`src/rtl/strobe_capture_fifo_pkg.sv`:
```
// Shared constants and helpers for the strobe capture FIFO.
package strobe_capture_fifo_pkg;

  localparam int WIDTH_DEF       = 32;
  localparam int DEPTH_DEF       = 4;
  localparam int SYNC_STAGES_DEF = 2;

  // Shortest legal strobe high (and low) time, in clk periods.
  localparam int STROBE_MIN_CYCLES = SYNC_STAGES_DEF + 1;

  // Width needed to hold an occupancy count of 0..depth.
  function automatic int cnt_w(input int depth);
    return $clog2(depth + 1);
  endfunction

endpackage

```
`src/rtl/strobe_capture_fifo_sync_rise_detect.sv`:
```
// Resynchronises the asynchronous write strobe into clk and emits a
// one-cycle pulse for each rising edge.
module sync_rise_detect #(
  parameter int SYNC_STAGES = 2
) (
  input  logic clk,
  input  logic rst_n,
  input  logic strobe_in,
  output logic rise_pulse
);

  logic [SYNC_STAGES-1:0] sync_q, sync_d;
  logic                   edge_q, edge_d;

  // Shift the strobe through the synchroniser; remember the last output.
  always_comb begin
    sync_d = {sync_q[SYNC_STAGES-2:0], strobe_in};
    edge_d = sync_q[SYNC_STAGES-1];
  end

  // Synchroniser and edge-detect registers.
  always_ff @(posedge clk or negedge rst_n) begin
    if (!rst_n) begin
      sync_q <= '0;
      edge_q <= 1'b0;
    end else begin
      sync_q <= sync_d;
      edge_q <= edge_d;
    end
  end

  assign rise_pulse = sync_q[SYNC_STAGES-1] & ~edge_q;

endmodule

```
`src/rtl/strobe_capture_fifo.sv`:
```
// Captures wr_data on each (resynchronised) rising edge of wr_strobe and
// queues it for a valid/ready reader. Drops and flags writes when full.
module strobe_capture_fifo
  import strobe_capture_fifo_pkg::*;
#(
  parameter int WIDTH       = WIDTH_DEF,
  parameter int DEPTH       = DEPTH_DEF,
  parameter int SYNC_STAGES = SYNC_STAGES_DEF
) (
  input  logic                      clk,
  input  logic                      rst_n,
  input  logic                      wr_strobe,
  input  logic [WIDTH-1:0]          wr_data,
  output logic                      rd_valid,
  input  logic                      rd_ready,
  output logic [WIDTH-1:0]          rd_data,
  output logic [cnt_w(DEPTH)-1:0]   count,
  output logic                      overflow
);

  localparam int PW = $clog2(DEPTH);
  localparam int CW = cnt_w(DEPTH);
  localparam logic [CW-1:0] FULL_CNT = CW'(DEPTH);

  logic             push, pop, full, wr_en;
  logic [PW-1:0]    wr_ptr_q, wr_ptr_d, rd_ptr_q, rd_ptr_d;
  logic [CW-1:0]    count_q, count_d;
  logic             overflow_q, overflow_d;
  logic [WIDTH-1:0] mem_q [DEPTH];
  logic [WIDTH-1:0] mem_d [DEPTH];

  sync_rise_detect #(.SYNC_STAGES(SYNC_STAGES)) u_sync (
    .clk        (clk),
    .rst_n      (rst_n),
    .strobe_in  (wr_strobe),
    .rise_pulse (push)
  );

  assign full     = (count_q == FULL_CNT);
  assign rd_valid = (count_q != '0);
  assign pop      = rd_valid & rd_ready;
  // A pop in the same cycle frees the slot, so a full FIFO can still accept.
  assign wr_en    = push & (~full | pop);

  // Next-state for storage, pointers, occupancy and the sticky overflow flag.
  always_comb begin
    mem_d      = mem_q;
    wr_ptr_d   = wr_ptr_q;
    rd_ptr_d   = rd_ptr_q;
    count_d    = count_q;
    overflow_d = overflow_q | (push & ~wr_en);
    if (wr_en) begin
      mem_d[wr_ptr_q] = wr_data;
      wr_ptr_d        = wr_ptr_q + PW'(1);
    end
    if (pop) begin
      rd_ptr_d = rd_ptr_q + PW'(1);
    end
    case ({wr_en, pop})
      2'b10:   count_d = count_q + CW'(1);
      2'b01:   count_d = count_q - CW'(1);
      default: count_d = count_q;
    endcase
  end

  // FIFO state registers; storage is cleared so rd_data reads 0 after reset.
  always_ff @(posedge clk or negedge rst_n) begin
    if (!rst_n) begin
      for (int i = 0; i < DEPTH; i++) mem_q[i] <= '0;
      wr_ptr_q   <= '0;
      rd_ptr_q   <= '0;
      count_q    <= '0;
      overflow_q <= 1'b0;
    end else begin
      mem_q      <= mem_d;
      wr_ptr_q   <= wr_ptr_d;
      rd_ptr_q   <= rd_ptr_d;
      count_q    <= count_d;
      overflow_q <= overflow_d;
    end
  end

  assign rd_data  = mem_q[rd_ptr_q];
  assign count    = count_q;
  assign overflow = overflow_q;

endmodule

```
`config.mk`:
```
export PLATFORM = sky130hd
export DESIGN_NAME = strobe_capture_fifo
export DESIGN_NICKNAME = d
export VERILOG_FILES = /design/src/rtl/strobe_capture_fifo_pkg.sv /design/src/rtl/strobe_capture_fifo_sync_rise_detect.sv /design/src/rtl/strobe_capture_fifo.sv
export SDC_FILE = /design/constraint.sdc
export NUM_CORES = 1
export LEC_CHECK = 0
export CAP_MARGIN = 25
export CORE_ASPECT_RATIO = 1.25
export CORE_MARGIN = 5
export CORE_UTILIZATION = 63
export CTS_BUF_LIST = sky130_fd_sc_hd__clkbuf_8
export CTS_CLUSTER_SIZE = 16
export DETAILED_ROUTE_END_ITERATION = 6
export PLACE_DENSITY = 0.86
export SYNTH_ARGS = -nofsm -noshare
export SYNTH_HDL_FRONTEND = slang
export SYNTH_SLANG_ARGS = --single-unit
```
`constraint.sdc`:
```
create_clock -name clk -period 6.5 [get_ports clk]
set_clock_uncertainty 0.2 [all_clocks]
set_input_delay 0.975 -clock clk [delete_from_list [all_inputs] [get_ports clk]]
set_output_delay 0.975 -clock clk [all_outputs]
set_load 0.02 [all_outputs]
```
---- Yosys cells after proc, flatten, opt, wreduce, memory -nomap -nowiden ----
Index checks and enable logic that the tools add are counted.
storage, ports and cells
  register bits after elaboration ......... 139
  input bits .............................. 36
  output and inout bits ................... 37
  logic and storage cells ................. 41
operators by class
  add/sub/neg operators ................... 4
  $lt $le $gt $ge ......................... 3
  equality and inequality tests ........... 3
  mux-type cells .......................... 7
  bitwise gates (word level) .............. 11
  reduce and logical (&&, ||, !) cells .... 3
operator list
  operator                                                               number
  128-bit bitwise mux                                                    1
  32-bit two-way mux                                                     3
  32-bit binary-select mux with 2-bit select                             1
  32-bit demux with 2-bit select                                         1
  3-bit greater-or-equal comparator (second input constant)              2
  2-bit inverter with 3-bit output                                       2
  3-bit one-hot mux with 2 select lines                                  1
  2-bit by 1-bit adder with 2-bit output (second input constant)         2
  1-bit AND                                                              4
  3-bit by 1-bit adder with 3-bit output (second input constant)         1
  3-bit == test (second input constant)                                  1
  3-bit by 1-bit < comparator with 1-bit output (second input constant)  1
  1-bit inverter                                                         3
  3-bit nonzero test                                                     1
  3-bit by 1-bit subtractor with 3-bit output (second input constant)    1
  2-bit by 1-bit == test with 1-bit output (second input constant)       1
  2-bit == test (second input constant)                                  1
  1-bit bitwise OR                                                       2
  2-bit nonzero test                                                     1
  1-bit logical AND                                                      1

---- Depth between registers and ports, before layout ----
  depth after elaboration ................. 7
  gate-level depth with buffers ........... 9
  mapped depth without buffers ............ 9

---- Modules after synthesis ----
A second synthesis with hierarchy kept.
second synthesis, totals
  cells, all modules ...................... 354
  area total of the unflattened synthesis .. 6089.6 sq um
modules (own cells, without submodules)
  module               instances  cells each  area each (sq um)  sequential area each (sq um)
  strobe_capture_fifo  1          350         6000.8             3403.3
  sync_rise_detect     1          4           88.8               75.1

---- Worst setup path before layout ----
No wires, ideal clock.
  path kind ............................... input to register
  from .................................... in rd_ready
  to ...................................... reg count_q[2], in the netlist count[2]
  library setup time ...................... 0.080 ns
  data arrival time ....................... 2.439 ns
  required time ........................... 6.220 ns
  setup slack ............................. 3.781 ns
  cell stages on the path ................. 9
  buffers on the path ..................... 0
  cell sequence ........................... nor4b_4 -> nor3b_1 -> inv_1 -> ha_1 -> inv_1 -> fa_1 -> xor2_1 -> nor2_1 -> xor2_1
on the way
  longest elaborated chain between the ends .. 5
  elaborated cells between the ends (all ways) .. 7
  those cells by class .................... 2 x eq/ne; 1 x mux; 3 x bitwise; 1 x reduce/logical
RTL lines
  element                                                                      RTL line                   text
  start, declared                                                              strobe_capture_fifo.sv:15  input logic rd_ready,
  1-bit AND (*)                                                                strobe_capture_fifo.sv:41  assign pop = rd_valid & rd_ready;
  1-bit bitwise OR                                                             strobe_capture_fifo.sv:43  assign wr_en = push & (~full | pop);
  1-bit AND                                                                    strobe_capture_fifo.sv:43
  2-bit by 1-bit == test with 1-bit output or 2-bit == test (tied branches)    strobe_capture_fifo.sv:59  case ({wr_en, pop})
  3-bit one-hot mux with 2 select lines or 2-bit nonzero test (tied branches)  n/a
  end signal, assigned                                                         strobe_capture_fifo.sv:78  count_q <= count_d;
  end, declared                                                                strobe_capture_fifo.sv:27  logic [CW-1:0] count_q, count_d;
Every way passes the cells marked *; elsewhere a longest branch is shown, timed or not.
A chain may end at the register's enable or synchronous reset.

---- Worst setup path after layout ----
  from .................................... reg rd_ptr_q[0]
  to ...................................... out rd_data[7]
on the way
  longest elaborated chain between the ends .. 4
RTL lines
  element                                                 RTL line                   text
  start, declared                                         strobe_capture_fifo.sv:26  logic [PW-1:0] wr_ptr_q, wr_ptr_d, rd_ptr_q, rd_ptr_d;
  start signal, assigned                                  strobe_capture_fifo.sv:77  rd_ptr_q <= rd_ptr_d;
  2-bit inverter with 3-bit output (implied by the code)  strobe_capture_fifo.sv:83  assign rd_data = mem_q[rd_ptr_q];
  32-bit binary-select mux with 2-bit select              strobe_capture_fifo.sv:83
  32-bit two-way mux (implied by the code) (2 in a row)   strobe_capture_fifo.sv:83
  end, declared                                           strobe_capture_fifo.sv:16  output logic [WIDTH-1:0] rd_data,
Every way passes these cells. The select of a mux whose other input is x is not followed.

==> out/qor.txt <==
kind of start point of the critical path -> flip-flop
number of remaining DRC errors -> 0
clock latency on the worst-skew pair -> 0.43 ns
CTS hold repair buffers -> 0
number of buffers and inverters on the critical path -> 2
top-level I/O count -> 73
utilization after layout -> 75.3%
worst-case headroom to the max-slew limit -> 52.5%
Max Clk Rate -> 251 MHz
register area share after synthesis -> 52.0%
Worst path slowest cell -> sky130_fd_sc_hd__dfrtp_2
Mapped Cells -> 355
RSZ-0062 raised after global routing -> false
starting density of the core -> 63.6%
leading cell types by count after synthesis -> sky130_fd_sc_hd__dfrtp_1, sky130_fd_sc_hd__mux2_4, sky130_fd_sc_hd__mux4_2
half-perimeter wire length after detailed placement -> 8.29 mm
FFs w/ async S/R, synth -> 100%
Main synth FF type -> sky130_fd_sc_hd__dfrtp_1
CP cell instances -> buf_4 -> mux4_2 -> clkdlybuf4s50_1
Worst Path Class, Setup -> reg -> out
Data arrival, critical path -> 2.81 ns
number of buffers on the longest clock path -> 2
most used standard cell by instance count after synthesis -> sky130_fd_sc_hd__dfrtp_1
setup violators final -> 0
hold crit path type -> reg -> reg
net count after synthesis -> 397
share of final-layout standard cells stronger than drive strength 1 -> 48.0%
synthesis-stage register bit count -> 139
Syn Std Cell Area -> 0.00668 mm^2
TritonCTS Buffers -> 17
DIE HEIGHT -> 125 um
number of sinks driven by the clock tree -> 139
Max Transition Viols Final -> 0
vias in the first global route -> 3,988
number of vias in the routed layout -> 3,401
maximum number of pins on one net before global-route repair -> 79
worst hold start -> u_sync.sync_q[0]
fraction of post-synthesis cell area in the top cell type by area -> 52.0%
setup slack of the most critical reg-to-reg path -> 3.75 ns
post-cts gate resize count -> 0
chip width -> 102 um
total design power -> 4.54 mW
result of the run -> finished, final reports clean
aggregate routed wire length -> 13.1 mm
num rows -> 42
clock-pin slew on the worst setup and hold paths -> 0.07 ns
family of cells with the greatest summed delay on the critical path -> buffers and inverters
number of setup buffers added after CTS -> 0
relative area change from synthesis to final layout -> 18.5%
grt ovf -> 0
count of antenna diodes in the layout -> 0
number of synthesized flops with an enable pin -> 0
LEAKAGE -> 3.47 nW
placer congestion estimate -> 0.764
required time reported for the critical path endpoint -> 5.32 ns
clock period minus final worst setup slack -> 3.99 ns
Hold Path End -> u_sync.sync_q[1]
Maximum Capacitance Violations -> 0
area enclosed by the die boundary -> 0.0128 mm^2
path depth of the worst reg2reg path -> 9
Max VDD drop -> 293 uV
H-tree levels -> 4
placed cell areas -> 0.00741 mm^2
fraction of the cycle the final worst path needs -> 61.4%
sum of negative setup slack -> 0 ns
CP peak stage delay -> 0.83 ns
total track usage -> 21.9%
Yosys Warn Count -> 0
post-synthesis cell type with the largest combined area -> sky130_fd_sc_hd__dfrtp_1
Post-Syn Area per Cell -> 18.8 um^2
initial antenna violation count -> 0
# port buffers -> 72
via-per-instance ratio -> 5.88
Worst R2R Start -> count[1]
number of cells on the worst hold path -> 0
final net count -> 476
number of DRC markers in iteration 0 -> 141
CP Capture Type -> output port
global-route wire length before repair -> 21.4 mm
total non-filler cell area in the finished layout -> 0.00792 mm^2
Worst Max-Slew Pin Slew -> 0.712 ns
pwr/cell area -> 574 mW/mm^2
cell chosen for the clock root -> sky130_fd_sc_hd__clkbuf_8
ranking of synthesized cells by area -> sky130_fd_sc_hd__dfrtp_1, sky130_fd_sc_hd__mux2_4, sky130_fd_sc_hd__mux4_2, sky130_fd_sc_hd__buf_12, sky130_fd_sc_hd__mux2_2
number of search-and-repair iterations in the first detailed-routing pass -> 4
Worst Path Max Fanout -> 20
ANT nets after route -> 0
placeable core region -> 0.0105 mm^2
TritonCTS clock tree -> built
R2R Path End -> count[2]
final hold violation count -> 0
Cell variety after synth -> 22
routed len/inst -> 22.6 um
==> cell families after synthesis <==
| family | Yosys count | synth area share [%] |
|---|---|---|
| buffers and inverters | 31 | 4.96 |
| multiplexers | 162 | 39.4 |
| AND/OR/NAND/NOR | 9 | 1.29 |
| XOR/XNOR | 6 | 0.786 |
| flip-flops | 139 | 52.0 |
| adder cells (fa/ha/maj) | 6 | 1.24 |
| AO/OA/AOI/OAI | 2 | 0.281 |
==> per-stage QoR <==
step | hold WS [ns] | instances | worst slack (ns)
6_report | 0.153 | 578 | 2.51
5_1_grt | 0.185 | 578 | 2.32
4_1_cts | 0.155 | 577 | 2.43
3_5_place_dp | 0.138 | 546 | 2.80
3_3_place_gp | 0.139 | 546 | 2.90
2_1_floorplan | 0.131 | 355 | 3.78
==> worst max path at each step <==
stage / to / from / depth (start not counted)
2_1_floorplan: count[2] / rd_ready / 9
3_3_place_gp: count[2] / rd_ready / 10
3_5_place_dp: count[2] / rd_ready / 10
4_1_cts: rd_data[7] / rd_ptr_q[0] / 3
5_1_grt: rd_data[1] / rd_ptr_q[0] / 3
6_report: rd_data[7] / rd_ptr_q[0] / 3
==> per-layer routing <==
metal | wire (um) | GRT usage, %
met3 | 472 | 5.57
met5 | 0 | 0
met2 | 6690 | 35.4
met1 | 5680 | 28.7
met4 | 244 | 7.95
==> cells in the final DEF, fill, tap and decap left out, types with 4 or more instances in the layout <==
cell,count
sky130_fd_sc_hd__bufinv_16,6
sky130_fd_sc_hd__mux4_2,32
sky130_fd_sc_hd__nor4bb_4,4
sky130_fd_sc_hd__dfrtp_1,138
sky130_fd_sc_hd__mux2_4,120
sky130_fd_sc_hd__clkbuf_8,19
sky130_fd_sc_hd__inv_1,7
sky130_fd_sc_hd__mux2_2,9
sky130_fd_sc_hd__buf_4,11
sky130_fd_sc_hd__ha_1,5
sky130_fd_sc_hd__clkdlybuf4s50_1,71
==> registers in the layout, indices dropped and copies added (netlist names) <==
signal	flops
rd_ptr_q	2
count	3
wr_ptr_q	2
overflow	1
u_sync.edge_q	1
u_sync.sync_q	2
mem_q	128
==> power by group <==
group / switching [mW] / internal (mW) / leakage, nW / total, mW
Clock: 0.326 / 0.512 / 0.238 / 0.839
Combinational: 0.757 / 1.32 / 1.57 / 2.07
Sequential: 0.332 / 1.30 / 1.67 / 1.63
==> area by class of cell <==
type / instances / area, um^2
fillers: 626 / 2590
clock buffers: 19 / 262
flip-flops and latches: 139 / 3480
repair buffers: 84 / 832
well taps: 132 / 165
clock inverters: 12 / 219
inverters: 7 / 26.3
multi-input cells: 185 / 2930
No activity file was read; power rests on OpenSTA's default activity.
